[config.mk]
export PLATFORM = sky130hd
export DESIGN_NAME = sar_adc_controller_flat
export DESIGN_NICKNAME = d
export VERILOG_FILES = /design/src/rtl/sar_adc_controller_if.sv /design/src/rtl/sar_adc_controller.sv /design/src/flat_wrapper.sv
export SDC_FILE = /design/constraint.sdc
export NUM_CORES = 1
export LEC_CHECK = 0
export BUFFER_PORTS_ARGS = -buffer_cell sky130_fd_sc_hd__buf_2
export CAP_MARGIN = 5
export CORE_MARGIN = 5
export CORE_UTILIZATION = 28
export DETAILED_ROUTE_END_ITERATION = 16
export PLACE_DENSITY = 0.47
export RECOVER_POWER = 50
export SLEW_MARGIN = 20
export SYNTH_ARGS = -nofsm -noshare
export SYNTH_HDL_FRONTEND = slang
export SYNTH_SLANG_ARGS = --single-unit
[constraint.sdc]
create_clock -name clk -period 1.8 [get_ports clk]
set_input_delay 0.18 -clock clk [delete_from_list [all_inputs] [get_ports clk]]
set_output_delay 0.18 -clock clk [all_outputs]
set_load 0.02 [all_outputs]
[src/rtl/sar_adc_controller_if.sv]
// Start/busy/done handshake and result bus between the SAR controller and its consumer.
interface sar_adc_controller_if #(
  parameter int unsigned WIDTH = 8
);
  logic             start;
  logic             continuous;
  logic             abort;
  logic             busy;
  logic             done;
  logic [WIDTH-1:0] result;
  logic             result_valid;

  modport master (
    output start, continuous, abort,
    input  busy, done, result, result_valid
  );

  modport slave (
    input  start, continuous, abort,
    output busy, done, result, result_valid
  );
endinterface

[src/rtl/sar_adc_controller.sv]
// Successive-approximation controller: binary search over the R2R ladder code using a
// synchronized comparator, one fixed settle window per bit.
module sar_adc_controller #(
  parameter int unsigned WIDTH         = 8,
  parameter int unsigned SETTLE_CYCLES = 16,
  parameter int unsigned SYNC_STAGES   = 2
) (
  input  logic               clk,
  input  logic               rst_n,
  input  logic               comparator_state_i,
  output logic [WIDTH-1:0]   r2r_output_o,
  sar_adc_controller_if.slave ctrl
);

  localparam int unsigned IDX_W = (WIDTH > 1) ? $clog2(WIDTH) : 1;
  localparam int unsigned CNT_W = (SETTLE_CYCLES > 1) ? $clog2(SETTLE_CYCLES) : 1;

  localparam logic [1:0] S_IDLE   = 2'd0;
  localparam logic [1:0] S_SETTLE = 2'd1;
  localparam logic [1:0] S_DECIDE = 2'd2;
  localparam logic [1:0] S_DONE   = 2'd3;

  localparam logic [WIDTH-1:0] TRIAL_INIT = WIDTH'(1) << (WIDTH - 1);
  localparam logic [IDX_W-1:0] IDX_INIT   = IDX_W'(WIDTH - 1);
  localparam logic [CNT_W-1:0] CNT_LOAD   = CNT_W'(SETTLE_CYCLES - 1);

  logic [1:0]             state_q, state_d;
  logic [CNT_W-1:0]       cnt_q, cnt_d;
  logic [IDX_W-1:0]       bit_idx_q, bit_idx_d;
  logic [WIDTH-1:0]       trial_q, trial_d;
  logic [WIDTH-1:0]       r2r_q, r2r_d;
  logic [WIDTH-1:0]       result_q, result_d;
  logic                   valid_q, valid_d;
  logic                   busy_q, busy_d;
  logic                   done_q, done_d;
  logic [SYNC_STAGES-1:0] sync_q;
  logic                   comp_sync;

  assign comp_sync = sync_q[SYNC_STAGES-1];

  // Comparator synchronizer
  always_ff @(posedge clk or negedge rst_n) begin
    if (!rst_n) begin
      sync_q <= '0;
    end else begin
      sync_q[0] <= comparator_state_i;
      for (int i = 1; i < SYNC_STAGES; i++) begin
        sync_q[i] <= sync_q[i-1];
      end
    end
  end

  always_ff @(posedge clk or negedge rst_n) begin
    if (!rst_n) begin
      state_q   <= S_IDLE;
      cnt_q     <= '0;
      bit_idx_q <= '0;
      trial_q   <= '0;
      r2r_q     <= '0;
      result_q  <= '0;
      valid_q   <= 1'b0;
      busy_q    <= 1'b0;
      done_q    <= 1'b0;
    end else begin
      state_q   <= state_d;
      cnt_q     <= cnt_d;
      bit_idx_q <= bit_idx_d;
      trial_q   <= trial_d;
      r2r_q     <= r2r_d;
      result_q  <= result_d;
      valid_q   <= valid_d;
      busy_q    <= busy_d;
      done_q    <= done_d;
    end
  end

  // Next state; abort beats both the bit decision and the continuous restart
  always_comb begin
    state_d   = state_q;
    cnt_d     = cnt_q;
    bit_idx_d = bit_idx_q;
    trial_d   = trial_q;
    result_d  = result_q;
    valid_d   = valid_q;

    unique case (state_q)
      S_IDLE: begin
        if (!ctrl.abort && ctrl.start) begin
          trial_d   = TRIAL_INIT;
          bit_idx_d = IDX_INIT;
          cnt_d     = CNT_LOAD;
          state_d   = S_SETTLE;
        end
      end
      S_SETTLE: begin
        if (ctrl.abort) begin
          state_d = S_IDLE;
        end else if (cnt_q == '0) begin
          state_d = S_DECIDE;
        end else begin
          cnt_d = cnt_q - CNT_W'(1);
        end
      end
      S_DECIDE: begin
        if (ctrl.abort) begin
          state_d = S_IDLE;
        end else begin
          trial_d[bit_idx_q] = comp_sync;
          if (bit_idx_q != '0) begin
            bit_idx_d          = bit_idx_q - IDX_W'(1);
            trial_d[bit_idx_d] = 1'b1;
            cnt_d              = CNT_LOAD;
            state_d            = S_SETTLE;
          end else begin
            result_d = trial_d;
            valid_d  = 1'b1;
            state_d  = S_DONE;
          end
        end
      end
      S_DONE: begin
        if (ctrl.abort || !ctrl.continuous) begin
          state_d = S_IDLE;
        end else begin
          trial_d   = TRIAL_INIT;
          bit_idx_d = IDX_INIT;
          cnt_d     = CNT_LOAD;
          state_d   = S_SETTLE;
        end
      end
      default: state_d = S_IDLE;
    endcase

    busy_d = (state_d == S_SETTLE) || (state_d == S_DECIDE);
    done_d = (state_d == S_DONE);
    r2r_d  = (state_d == S_IDLE) ? '0 : trial_d;
  end

  assign r2r_output_o      = r2r_q;
  assign ctrl.busy         = busy_q;
  assign ctrl.done         = done_q;
  assign ctrl.result       = result_q;
  assign ctrl.result_valid = valid_q;

endmodule

[src/flat_wrapper.sv]
// flat-port wrapper written by rule: the top's interface ports become plain ports
module sar_adc_controller_flat 
#(
  parameter int unsigned WIDTH         = 8,
  parameter int unsigned SETTLE_CYCLES = 16,
  parameter int unsigned SYNC_STAGES   = 2
)
  (clk, rst_n, comparator_state_i, r2r_output_o, ctrl_start, ctrl_continuous, ctrl_abort, ctrl_busy, ctrl_done, ctrl_result, ctrl_result_valid);
  sar_adc_controller_if #(.WIDTH(WIDTH)) ctrl_i ();
  input  logic clk;
  input  logic rst_n;
  input  logic comparator_state_i;
  output logic [WIDTH-1:0] r2r_output_o;
  input wire logic [$bits(ctrl_i.start)-1:0] ctrl_start;
  input wire logic [$bits(ctrl_i.continuous)-1:0] ctrl_continuous;
  input wire logic [$bits(ctrl_i.abort)-1:0] ctrl_abort;
  output wire logic [$bits(ctrl_i.busy)-1:0] ctrl_busy;
  output wire logic [$bits(ctrl_i.done)-1:0] ctrl_done;
  output wire logic [$bits(ctrl_i.result)-1:0] ctrl_result;
  output wire logic [$bits(ctrl_i.result_valid)-1:0] ctrl_result_valid;
  assign ctrl_i.start = ctrl_start;
  assign ctrl_i.continuous = ctrl_continuous;
  assign ctrl_i.abort = ctrl_abort;
  assign ctrl_busy = ctrl_i.busy;
  assign ctrl_done = ctrl_i.done;
  assign ctrl_result = ctrl_i.result;
  assign ctrl_result_valid = ctrl_i.result_valid;
  sar_adc_controller #(.WIDTH(WIDTH), .SETTLE_CYCLES(SETTLE_CYCLES), .SYNC_STAGES(SYNC_STAGES)) u_core (.clk(clk), .rst_n(rst_n), .comparator_state_i(comparator_state_i), .r2r_output_o(r2r_output_o), .ctrl(ctrl_i));
endmodule
==> results of run 1 <==
==> cell usage in the layout (no fill, tap or decap), drive strengths merged, types with 2 or more instances in the layout <==
master	Yosys	final
nand2b	5	5
nand3b	4	4
o21a	2	2
nand2	19	19
dfrtp	38	38
and2b	2	2
buf	7	31
or2	2	2
a21oi	10	10
mux2i	5	5
clkbuf	0	15
o21ai	12	12
dlygate4sd3	0	2
o221ai	2	2
a32oi	3	3
nor2b	6	6
a22oi	2	2
inv	12	12
mux2	7	7
nor2	5	5
nor3	4	4
nand3	3	3
nor3b	7	7
ha	5	5
==> sequential cells by signal, summed over array words and instances, names as in the netlist <==
register and cells:
u_core.ctrl.done 1, u_core.ctrl.result 8, u_core.bit_idx_q 3, u_core.r2r_output_o 8, u_core.trial_q 8, u_core.ctrl.result_valid 1, u_core.sync_q 2, u_core.cnt_q 4
u_core.ctrl.busy 1, u_core.state_q 2
==> cells by family (layout without fill, tap and decap cells) <==
kind of cell / count (synthesis) / after routing / share of synthesized area
and+or+nand+nor: 64 / 64 / 0.202
buffers and inverters: 19 / 62 / 0.0529
AOI/OAI and AO/OA: 40 / 40 / 0.139
adders and majority gates: 5 / 5 / 0.0330
DFF: 38 / 38 / 0.502
muxes: 12 / 12 / 0.0701
==> area by class of cell <==
| cell class | instances | area share |
|---|---|---|
| Clock buffer | 6 | 0.0351 |
| Clock inverter | 2 | 0.00532 |
| Inverter | 12 | 0.0191 |
| Sequential cell | 38 | 0.405 |
| Multi-Input combinational cell | 121 | 0.387 |
| Timing Repair Buffer | 42 | 0.106 |
| Tap cell | 80 | 0.0425 |
==> per-layer routing <==
layer  GRT usage  part of all wire  vias to the layer above
met4      0.0433             0.015                        0
met3      0.0336             0.039                        6
met1       0.164              0.49                      701
li1            -                 -                      717
met2       0.178              0.45                       27
met5           0                 0                        -
==> what timing repair did <==
action,in CTS,in global routing
gates resized for setup,1,10
buffers inserted,0,2
setup endpoints to repair,1,9
pin swaps,0,1
hold endpoints to repair,17,0
hold buffers,2,0
==> critical path: cells and delay by family, from the launching register on <==
kind / cells / cell delay [ns]
AND/OR/NAND/NOR: 2 / 0.51
adder cells (fa/ha/maj): 2 / 0.41
buffers and inverters: 1 / 0.07
AO/OA/AOI/OAI: 2 / 0.25
flip-flops: 1 / 0.40
==> report_power, final <==
group / switching (W) / internal [W]
clock network: 0.000314 / 0.000308
logic: 0.000178 / 0.000150
registers: 0.0000334 / 0.000890
total: 0.000525 / 0.00135
==> worst paths after layout <==
kind | end | slack (ns) | cells past startpoint
setup / recovery | u_core.r2r_output_o[4] | 0.08 | 7
hold / removal | u_core.cnt_q[2] | 0.30 | 2
max in group asynchronous | u_core.bit_idx_q[0] | 0.28 | 3
hold reg to reg | u_core.sync_q[1] | 0.35 | 0
setup reg to reg | u_core.r2r_output_o[4] | 0.08 | 7
min in group asynchronous | u_core.r2r_output_o[5] | 0.56 | 2
==> per-stage QoR <==
step / instance area, sq um / cells / util / power (W) / setup WS (ns)
after floorplan: 1910 / 178 / - / 0.00111 / 0.00347
after global placement: 2200 / 289 / 0.329 / 0.00123 / 0.0192
after detailed placement: 2200 / 289 / 0.329 / 0.00123 / 0.00944
after CTS: 2320 / 299 / 0.347 / 0.00187 / 0.00673
after global routing: 2350 / 301 / 0.352 / 0.00198 / 0.00528
final: 2350 / 301 / 0.352 / 0.00187 / 0.0794
==> impl_metrics.csv, run 1 <==
group,metric,value,unit
clock_network,cts_root_buf,"clkbuf_8",
floorplan,start_util,0.283,
grt,grt_pass1_vias,1552,
logic_synthesis,synth_edf_count,0,
setup_path,critPathMaxFanout,8,
setup_path,worstPathArrival,1.92,ns
place,port-buffer-count,24,
logic_synthesis,synth_cell_types,47,
logic_synthesis,ys.flop_type,"dfrtp_1",
clock_network,clkLatencyLatePin,0.29,ns
clock_network,h-tree-depth,2,
floorplan,coreArea,0.00668,sq mm
setup_path,endpoint_kind,"flip-flop",
run_status,outcome,"finished clean",
logic_synthesis,synth_most_common_cell,"dfrtp_1",
logic_synthesis,syn-num-nets,189,
sta,fmaxAchievable,581,MHz
grt,grt_max_degree,23,
clock_network,cts.path.max_buffers,2,
hold_path,worst_hold_path_type,"primary input to flip-flop",
setup_path,cp.required,2.00,ns
grt,grt_usage,0.119,
setup_path,slowest_delay,0.40,ns
sta,drv_slew,0,
sta,fin_worst_skew,0.0137,ns
logic_synthesis,yosysSeqAreaShare,0.502,
route,ant_nets,0,
setup_path,slowest_stage,"dfrtp_1",
logic_synthesis,synth_top_area_share,0.502,
route,drc_errors,0,
sta,fin_crit_sh,0.956,
route,viasPerCell,4.82,
route,drt_iter0_drc,62,
logic_synthesis,yosysWarnings,0,
logic_synthesis,yosysTopAreaCell,"dfrtp_1",
cells_and_area,area_growth,24.3,%
route,dr.pass1.iters,4,
setup_path,start_kind,"flip-flop",
route,totalWireLength,4.54,mm
clock_network,cts_inserted_buffers,5,
floorplan,die_height,92.2,um
logic_synthesis,synth-seq-cells,38,
cells_and_area,antennaDiodeCount,0,
clock_network,tritoncts,"yes",
logic_synthesis,synthTopCellsByArea,"dfrtp_1 (50%), nand2_1 (3.6%), ha_1 (3.3%), a21oi_1 (2.6%), mux2i_1 (2.6%)",
grt,antenna_found_initial,0,
floorplan,rows,30,
pwr,leakage,1.13,nW
hold_path,min_from,"ctrl_abort",
setup_path,crit_type,"flip-flop to flip-flop",
route,vias,1451,
grt,grt_first_pass_wirelength,7.91,mm
cells_and_area,num-fill-cells,687,
floorplan,dieArea,0.00851,sq mm
cells_and_area,drive_above_1_share,0.276,
pwr,p_per_area,796,mW/mm^2
flow_run,cap_violations,0,
place,gp_congestion,0.820,
cells_and_area,multiInputGateArea,911,sq um
sta,period_minus_slack,1.72,ns
floorplan,fp.dieW,92.2,um
logic_synthesis,synth_async_sr_flop_share,1.00,
setup_path,startpoint,"u_core.cnt_q[1]",
pwr,ir_drop,350,uV
clock_network,cts.reportedPaths.clkPinSlew,0.08,ns
cells_and_area,seqCellArea,952,sq um
setup_path,timing.rr.start,"u_core.cnt_q[1]",
cells_and_area,nets,231,
sta,rsz0062_at_grt,"false",
floorplan,ioPinCount,25,
logic_synthesis,synth_area,0.00189,sq mm
logic_synthesis,ys_top_cells_by_count,"dfrtp_1 (38), nand2_1 (18), inv_1 (12)",
logic_synthesis,syn_inst,178,
setup_path,worstPathCellList,"inv_1 > ha_2 > nor3b_4 > a21oi_1 > or2_2 > ha_4 > a31oi_1",
sta,slew_headroom,0.344,
sta,hold_viol_final,0,
clock_network,clock-sinks,38,
grt,gr-total-overflow,0,
sta,setup_viol,0,
logic_synthesis,synth.avg_cell_area,10.6,sq um
route,routedWlPerCell,15.1,um
sta,setup_tns,0,ns
sta,worst_pin_slew,0.983,ns
place,hpwl,3.10,mm
sta,whs,0.296,ns
Note: power is estimated with default switching activity, not from simulation.
==> inputs of run 2 (changes only) <==
Settings changed: CTS_BUF_LIST set to sky130_fd_sc_hd__clkbuf_16, GPL_TIMING_DRIVEN set to 0.
==> impl_metrics.csv, run 2 (synthesis gave the netlist of run 1 again) <==
group,metric,value,unit
clock_network,tritoncts,"yes",
grt,antenna_found_initial,0,
cells_and_area,seqCellArea,952,sq um
pwr,intPower,0.00155,W
cells_and_area,final_common_cell,"dfrtp_1",
cells_and_area,mostFrequentLayoutCells,"dfrtp_1 (37), buf_2 (17), nand2_1 (17)",
setup_path,timing.rr.start,"u_core.state_q[1]",
route,dr.pass1.iters,4,
cells_and_area,nets,231,
grt,gr-total-overflow,0,
cells_and_area,area_growth,28.4,%
floorplan,rows,30,
sta,fmaxAchievable,581,MHz
setup_path,startpoint,"u_core.state_q[1]",
grt,busiest_layer,"met2",
cells_and_area,final_cell_area,0.00243,sq mm
grt,grt_first_pass_wirelength,7.28,mm
grt,grtUsageMet2,0.170,
clock_network,clock-sinks,38,
clock_network,cts.path.max_buffers,2,
setup_path,critPathMaxFanout,10,
cells_and_area,multiInputGateArea,930,sq um
floorplan,start_util,0.283,
place,port-buffer-count,24,
flow_run,cap_violations,0,
route,routedWlPerCell,15.0,um
sta,slew_headroom,0.367,
pwr,ir_drop,405,uV
hold_path,worst_hold_path_type,"primary input to async pin",
setup_path,critPathTopFamily,"simple AND/OR/NAND/NOR gates",
setup_path,worstPathArrival,1.88,ns
pwr,pwr-share-seq,0.442,
sta,drv_slew,0,
clock_network,cts.reportedPaths.clkPinSlew,0.06,ns
floorplan,coreArea,0.00668,sq mm
place,dp.cells,282,
setup_path,crit_end,"u_core.ctrl.result[6]",
place,gp_congestion,0.858,
setup_path,r2r_slack,0.08,ns
grt,use_met1,0.145,
sta,fin_crit_sh,0.955,
setup_path,cp_num_buf_inv,1,
route,ant_nets,0,
route,vias,1458,
pwr,p_switching,0.000556,W
sta,fin_worst_skew,0.00559,ns
cells_and_area,antennaDiodeCount,0,
floorplan,ioPinCount,25,
setup_path,slowest_stage,"dfrtp_1",
floorplan,fp.dieW,92.2,um
route,drt_iter0_drc,105,
route,viasPerCell,4.84,
cells_and_area,stdcell_count,301,
sta,whs,0.0362,ns
route,totalWireLength,4.51,mm
cells_and_area,drive_above_1_share,0.294,
clock_network,clkLatencyLatePin,0.28,ns
setup_path,r2r_cells,4,
grt,grt_pass1_vias,1414,
pwr,leakage,1.14,nW
pwr,sw_frac_of_total,0.264,
setup_path,r2r-end,"u_core.ctrl.result[6]",
setup_path,endpoint_kind,"flip-flop",
sta,setup_viol,0,
setup_path,path_depth,4,
sta,period_minus_slack,1.72,ns
route,drc_errors,0,
setup_path,start_kind,"flip-flop",
grt,grt_usage,0.110,
pwr,p_comb_frac,0.157,
cells_and_area,num-fill-cells,682,
floorplan,die_height,92.2,um
setup_path,crit_type,"flip-flop to flip-flop",
place,place_area,0.00213,sq mm
grt,use_met3,0.0279,
clock_network,cts_root_buf,"clkbuf_16",
clock_network,h-tree-depth,2,
pwr,p_per_area,868,mW/mm^2
setup_path,worstPathCellList,"nor3b_4 > nand2_2 > buf_6 > mux2_4",
floorplan,dieArea,0.00851,sq mm
pwr,power.share.clock,0.401,
setup_path,slowest_delay,0.48,ns
place,hpwl,2.95,mm
sta,worst_pin_slew,0.950,ns
clock_network,cts_inserted_buffers,5,
sta,hold_viol_final,0,
setup_path,cp.required,1.96,ns
run_status,outcome,"finished clean",
grt,grt_max_degree,39,
-- run 2: changes by cell type in the layout (fill, tap and decap cells not counted), sizes merged --
| cell | before | now |
|---|---|---|
| clkbuf | 15 | 13 |
| clkinv | 1 | 2 |
| buf | 31 | 33 |
| dlygate4sd3 | 2 | 1 |
-- run 2: timing repair --
action / in CTS / in global routing
hold endpoints to repair: 1 / 0
pin swaps: 3 / 5
endpoints found under the setup margin: 16 / 8
hold buffers: 1 / 0
gates resized for setup: 14 / 6
buffers inserted: 1 / 10
-- run 2: power groups by stage --
stage               Combinational (W)  Sequential [W]  Clock [W]
floorplan                    0.000168        0.000940          0
CTS                          0.000287        0.000924   0.000878
finish                       0.000331        0.000932   0.000847
global route                 0.000371        0.000936   0.000914
global placement             0.000245        0.000945          0
detailed placement           0.000244        0.000944          0
-- run 2: stage by stage --
| stage | util | total power, W | setup TNS (ns) | setup slack (ns) |
|---|---|---|---|---|
| after floorplan | - | 0.00111 | 0 | 0.00347 |
| after global placement | 0.319 | 0.00119 | -2.55 | -0.322 |
| after detailed placement | 0.319 | 0.00119 | -2.29 | -0.267 |
| after CTS | 0.351 | 0.00209 | 0 | 0.00358 |
| after global routing | 0.364 | 0.00222 | -0.000463 | -0.000463 |
| final | 0.364 | 0.00211 | 0 | 0.0803 |
-- run 2: how the worst min path moves through the flow --
stage	from	endpoint	slack, ns	cells past startpoint
floorplan	rst_n	u_core.bit_idx_q[0]	-0.12	0
global placement	comparator_state_i	u_core.sync_q[0]	0.29	1
detailed placement	comparator_state_i	u_core.sync_q[0]	0.29	1
CTS	rst_n	u_core.bit_idx_q[0]	0.06	1
global route	rst_n	u_core.ctrl.result[6]	0.14	1
finish	rst_n	u_core.trial_q[5]	0.04	1
-- run 2: final cells by class --
class	instances	share of cell area
flip-flops and latches	38	0.392
multi-input cells	121	0.382
repair buffers	36	0.0839
clock buffers	5	0.0515
well taps	80	0.0412
plain buffers	6	0.0221
inverters	12	0.0206
clock inverters	3	0.00669
-- run 2: layer usage --
metal	wire, um	vias up
met1	2120	704
met2	2110	35
met4	74	0
met3	202	6
met5	0	-
li1	-	713
==> inputs of run 3 (changes only) <==
Settings changed: CORE_MARGIN 5 to 10, HOLD_SLACK_MARGIN set to 0.08.
==> impl_metrics.csv, run 3 (synthesis gave the netlist of run 1 again) <==
group,metric,value,unit
sta,setup_slack,0.0805,ns
pwr,leakage,1.09,nW
route,vias,1432,
grt,grt_first_pass_wirelength,7.45,mm
cells_and_area,antennaDiodeCount,0,
clock_network,clkLatencyLatePin,0.28,ns
cells_and_area,final_cell_area,0.00240,sq mm
setup_path,crit_type,"flip-flop to flip-flop",
floorplan,ioPinCount,25,
place,dp_slack,-0.288,ns
run_status,outcome,"finished clean",
cells_and_area,area_growth,27.0,%
setup_path,worstPathArrival,1.92,ns
floorplan,start_util,0.293,
clock_network,cts.path.max_buffers,2,
setup_path,endpoint_kind,"flip-flop",
clock_network,cts_inserted_buffers,5,
cells_and_area,mostFrequentLayoutCells,"dfrtp_1 (37), clkbuf_1 (19), nand2_1 (17)",
cells_and_area,num-fill-cells,684,
sta,setup_tns,0,ns
setup_path,cp.required,2.00,ns
route,viasPerCell,4.84,
hold_path,worst_hold_path_type,"primary input to flip-flop",
setup_path,critPathMaxFanout,8,
floorplan,coreArea,0.00646,sq mm
cells_and_area,drive_above_1_share,0.228,
clock_network,clock-sinks,38,
sta,slew_headroom,0.362,
route,drt_iter0_drc,63,
sta,fin_worst_skew,0.00367,ns
clock_network,cts_root_buf,"clkbuf_16",
sta,hold_viol_final,0,
pwr,power,0.00208,W
floorplan,rows,29,
sta,worst_pin_slew,0.958,ns
flow_run,cap_violations,0,
floorplan,fp.dieW,102,um
sta,period_minus_slack,1.72,ns
sta,setup_viol,0,
place,gp_congestion,0.795,
sta,drv_slew,0,
setup_path,start_kind,"flip-flop",
grt,grt_pass1_vias,1434,
place,port-buffer-count,24,
cells_and_area,nets,229,
route,routedWlPerCell,15.2,um
pwr,p_per_area,863,mW/mm^2
setup_path,r2r_slack,0.08,ns
cells_and_area,final_common_cell,"dfrtp_1",
sta,fmaxAchievable,582,MHz
sta,fin_crit_sh,0.955,
floorplan,die_height,102,um
route,totalWireLength,4.50,mm
grt,grt_max_degree,39,
grt,grt_usage,0.0913,
place,place_area,0.00213,sq mm
clock_network,cts.reportedPaths.clkPinSlew,0.06,ns
clock_network,h-tree-depth,2,
place,hpwl,3.04,mm
grt,antenna_found_initial,0,
grt,gr-total-overflow,0,
route,drc_errors,0,
floorplan,dieArea,0.0105,sq mm
place,dp.cells,279,
clock_network,tritoncts,"yes",
cells_and_area,stdcell_count,296,
route,dr.pass1.iters,4,
route,ant_nets,0,
pwr,ir_drop,389,uV
==> run 3: changes by cell type in the layout (fill, tap and decap cells not counted), moves of 2 or more <==
cell      before  now
nor3b_2        4    2
clkbuf_1       7   19
nor3b_4        1    3
ha_2           0    2
buf_2         17    5
buf_4         13   10
==> run 3: path summary, 6_finish.rpt <==
check | from | end | cells after the start
min reg2reg | u_core.sync_q[0] | u_core.sync_q[1] | 0
max | u_core.cnt_q[0] | u_core.r2r_output_o[4] | 7
min | ctrl_abort | u_core.trial_q[0] | 4
max reg2reg | u_core.cnt_q[0] | u_core.r2r_output_o[4] | 7
min in group asynchronous | rst_n | u_core.cnt_q[1] | 2
max in group asynchronous | rst_n | u_core.bit_idx_q[0] | 2
==> run 3: power breakdown <==
part	switching, W	total [W]	internal, W
clock	0.000344	0.000849	0.000505
combinational	0.000161	0.000292	0.000131
sequential	0.0000430	0.000935	0.000892
total	0.000548	0.00208	0.00153
==> run 3: per-stage QoR <==
| step | utilization | hold WS, ns |
|---|---|---|
| final | 0.372 | 0.336 |
| after CTS | 0.363 | 0.331 |
| after global routing | 0.372 | 0.359 |
| after global placement | 0.330 | 0.289 |
| after detailed placement | 0.330 | 0.289 |
| after floorplan | - | -0.116 |
==> run 3: repair_timing <==
| action | in CTS | in global routing |
|---|---|---|
| pin swaps | 1 | 4 |
| hold buffers | 2 | 0 |
| setup endpoints to repair | 20 | 12 |
| gates resized for setup | 10 | 11 |
| buffers inserted | 2 | 6 |
| cloned | 0 | 0 |
| hold endpoints to repair | 39 | 0 |
==> run 3: layer usage <==
| layer | global-route usage | vias to the layer above | share of wire |
|---|---|---|---|
| met2 | 0.137 | 21 | 0.45 |
| li1 | - | 716 | - |
| met5 | 0 | - | 0 |
| met3 | 0.0277 | 5 | 0.033 |
| met1 | 0.120 | 690 | 0.50 |
| met4 | 0.0358 | 0 | 0.014 |
==> run 3: worst max-delay path, stage by stage (launching register included) <==
cell     delay (ns)
dfrtp_1        0.38
inv_1          0.06
ha_2           0.19
nor4b_1        0.15
o32ai_2        0.35
inv_1          0.12
ha_4           0.23
a31oi_4        0.16
==> run 3: cell type report <==
class                      count  area [sq um]  area share
timing repair buffer          34           176      0.0734
multi-input combinational    121           935       0.389
inverter                      12          50.0      0.0208
sequential                    38           952       0.396
clock buffer                   5           125      0.0520
buffer                         6          53.8      0.0224
tap                           77          96.3      0.0401
clock inverter                 3          16.3     0.00676
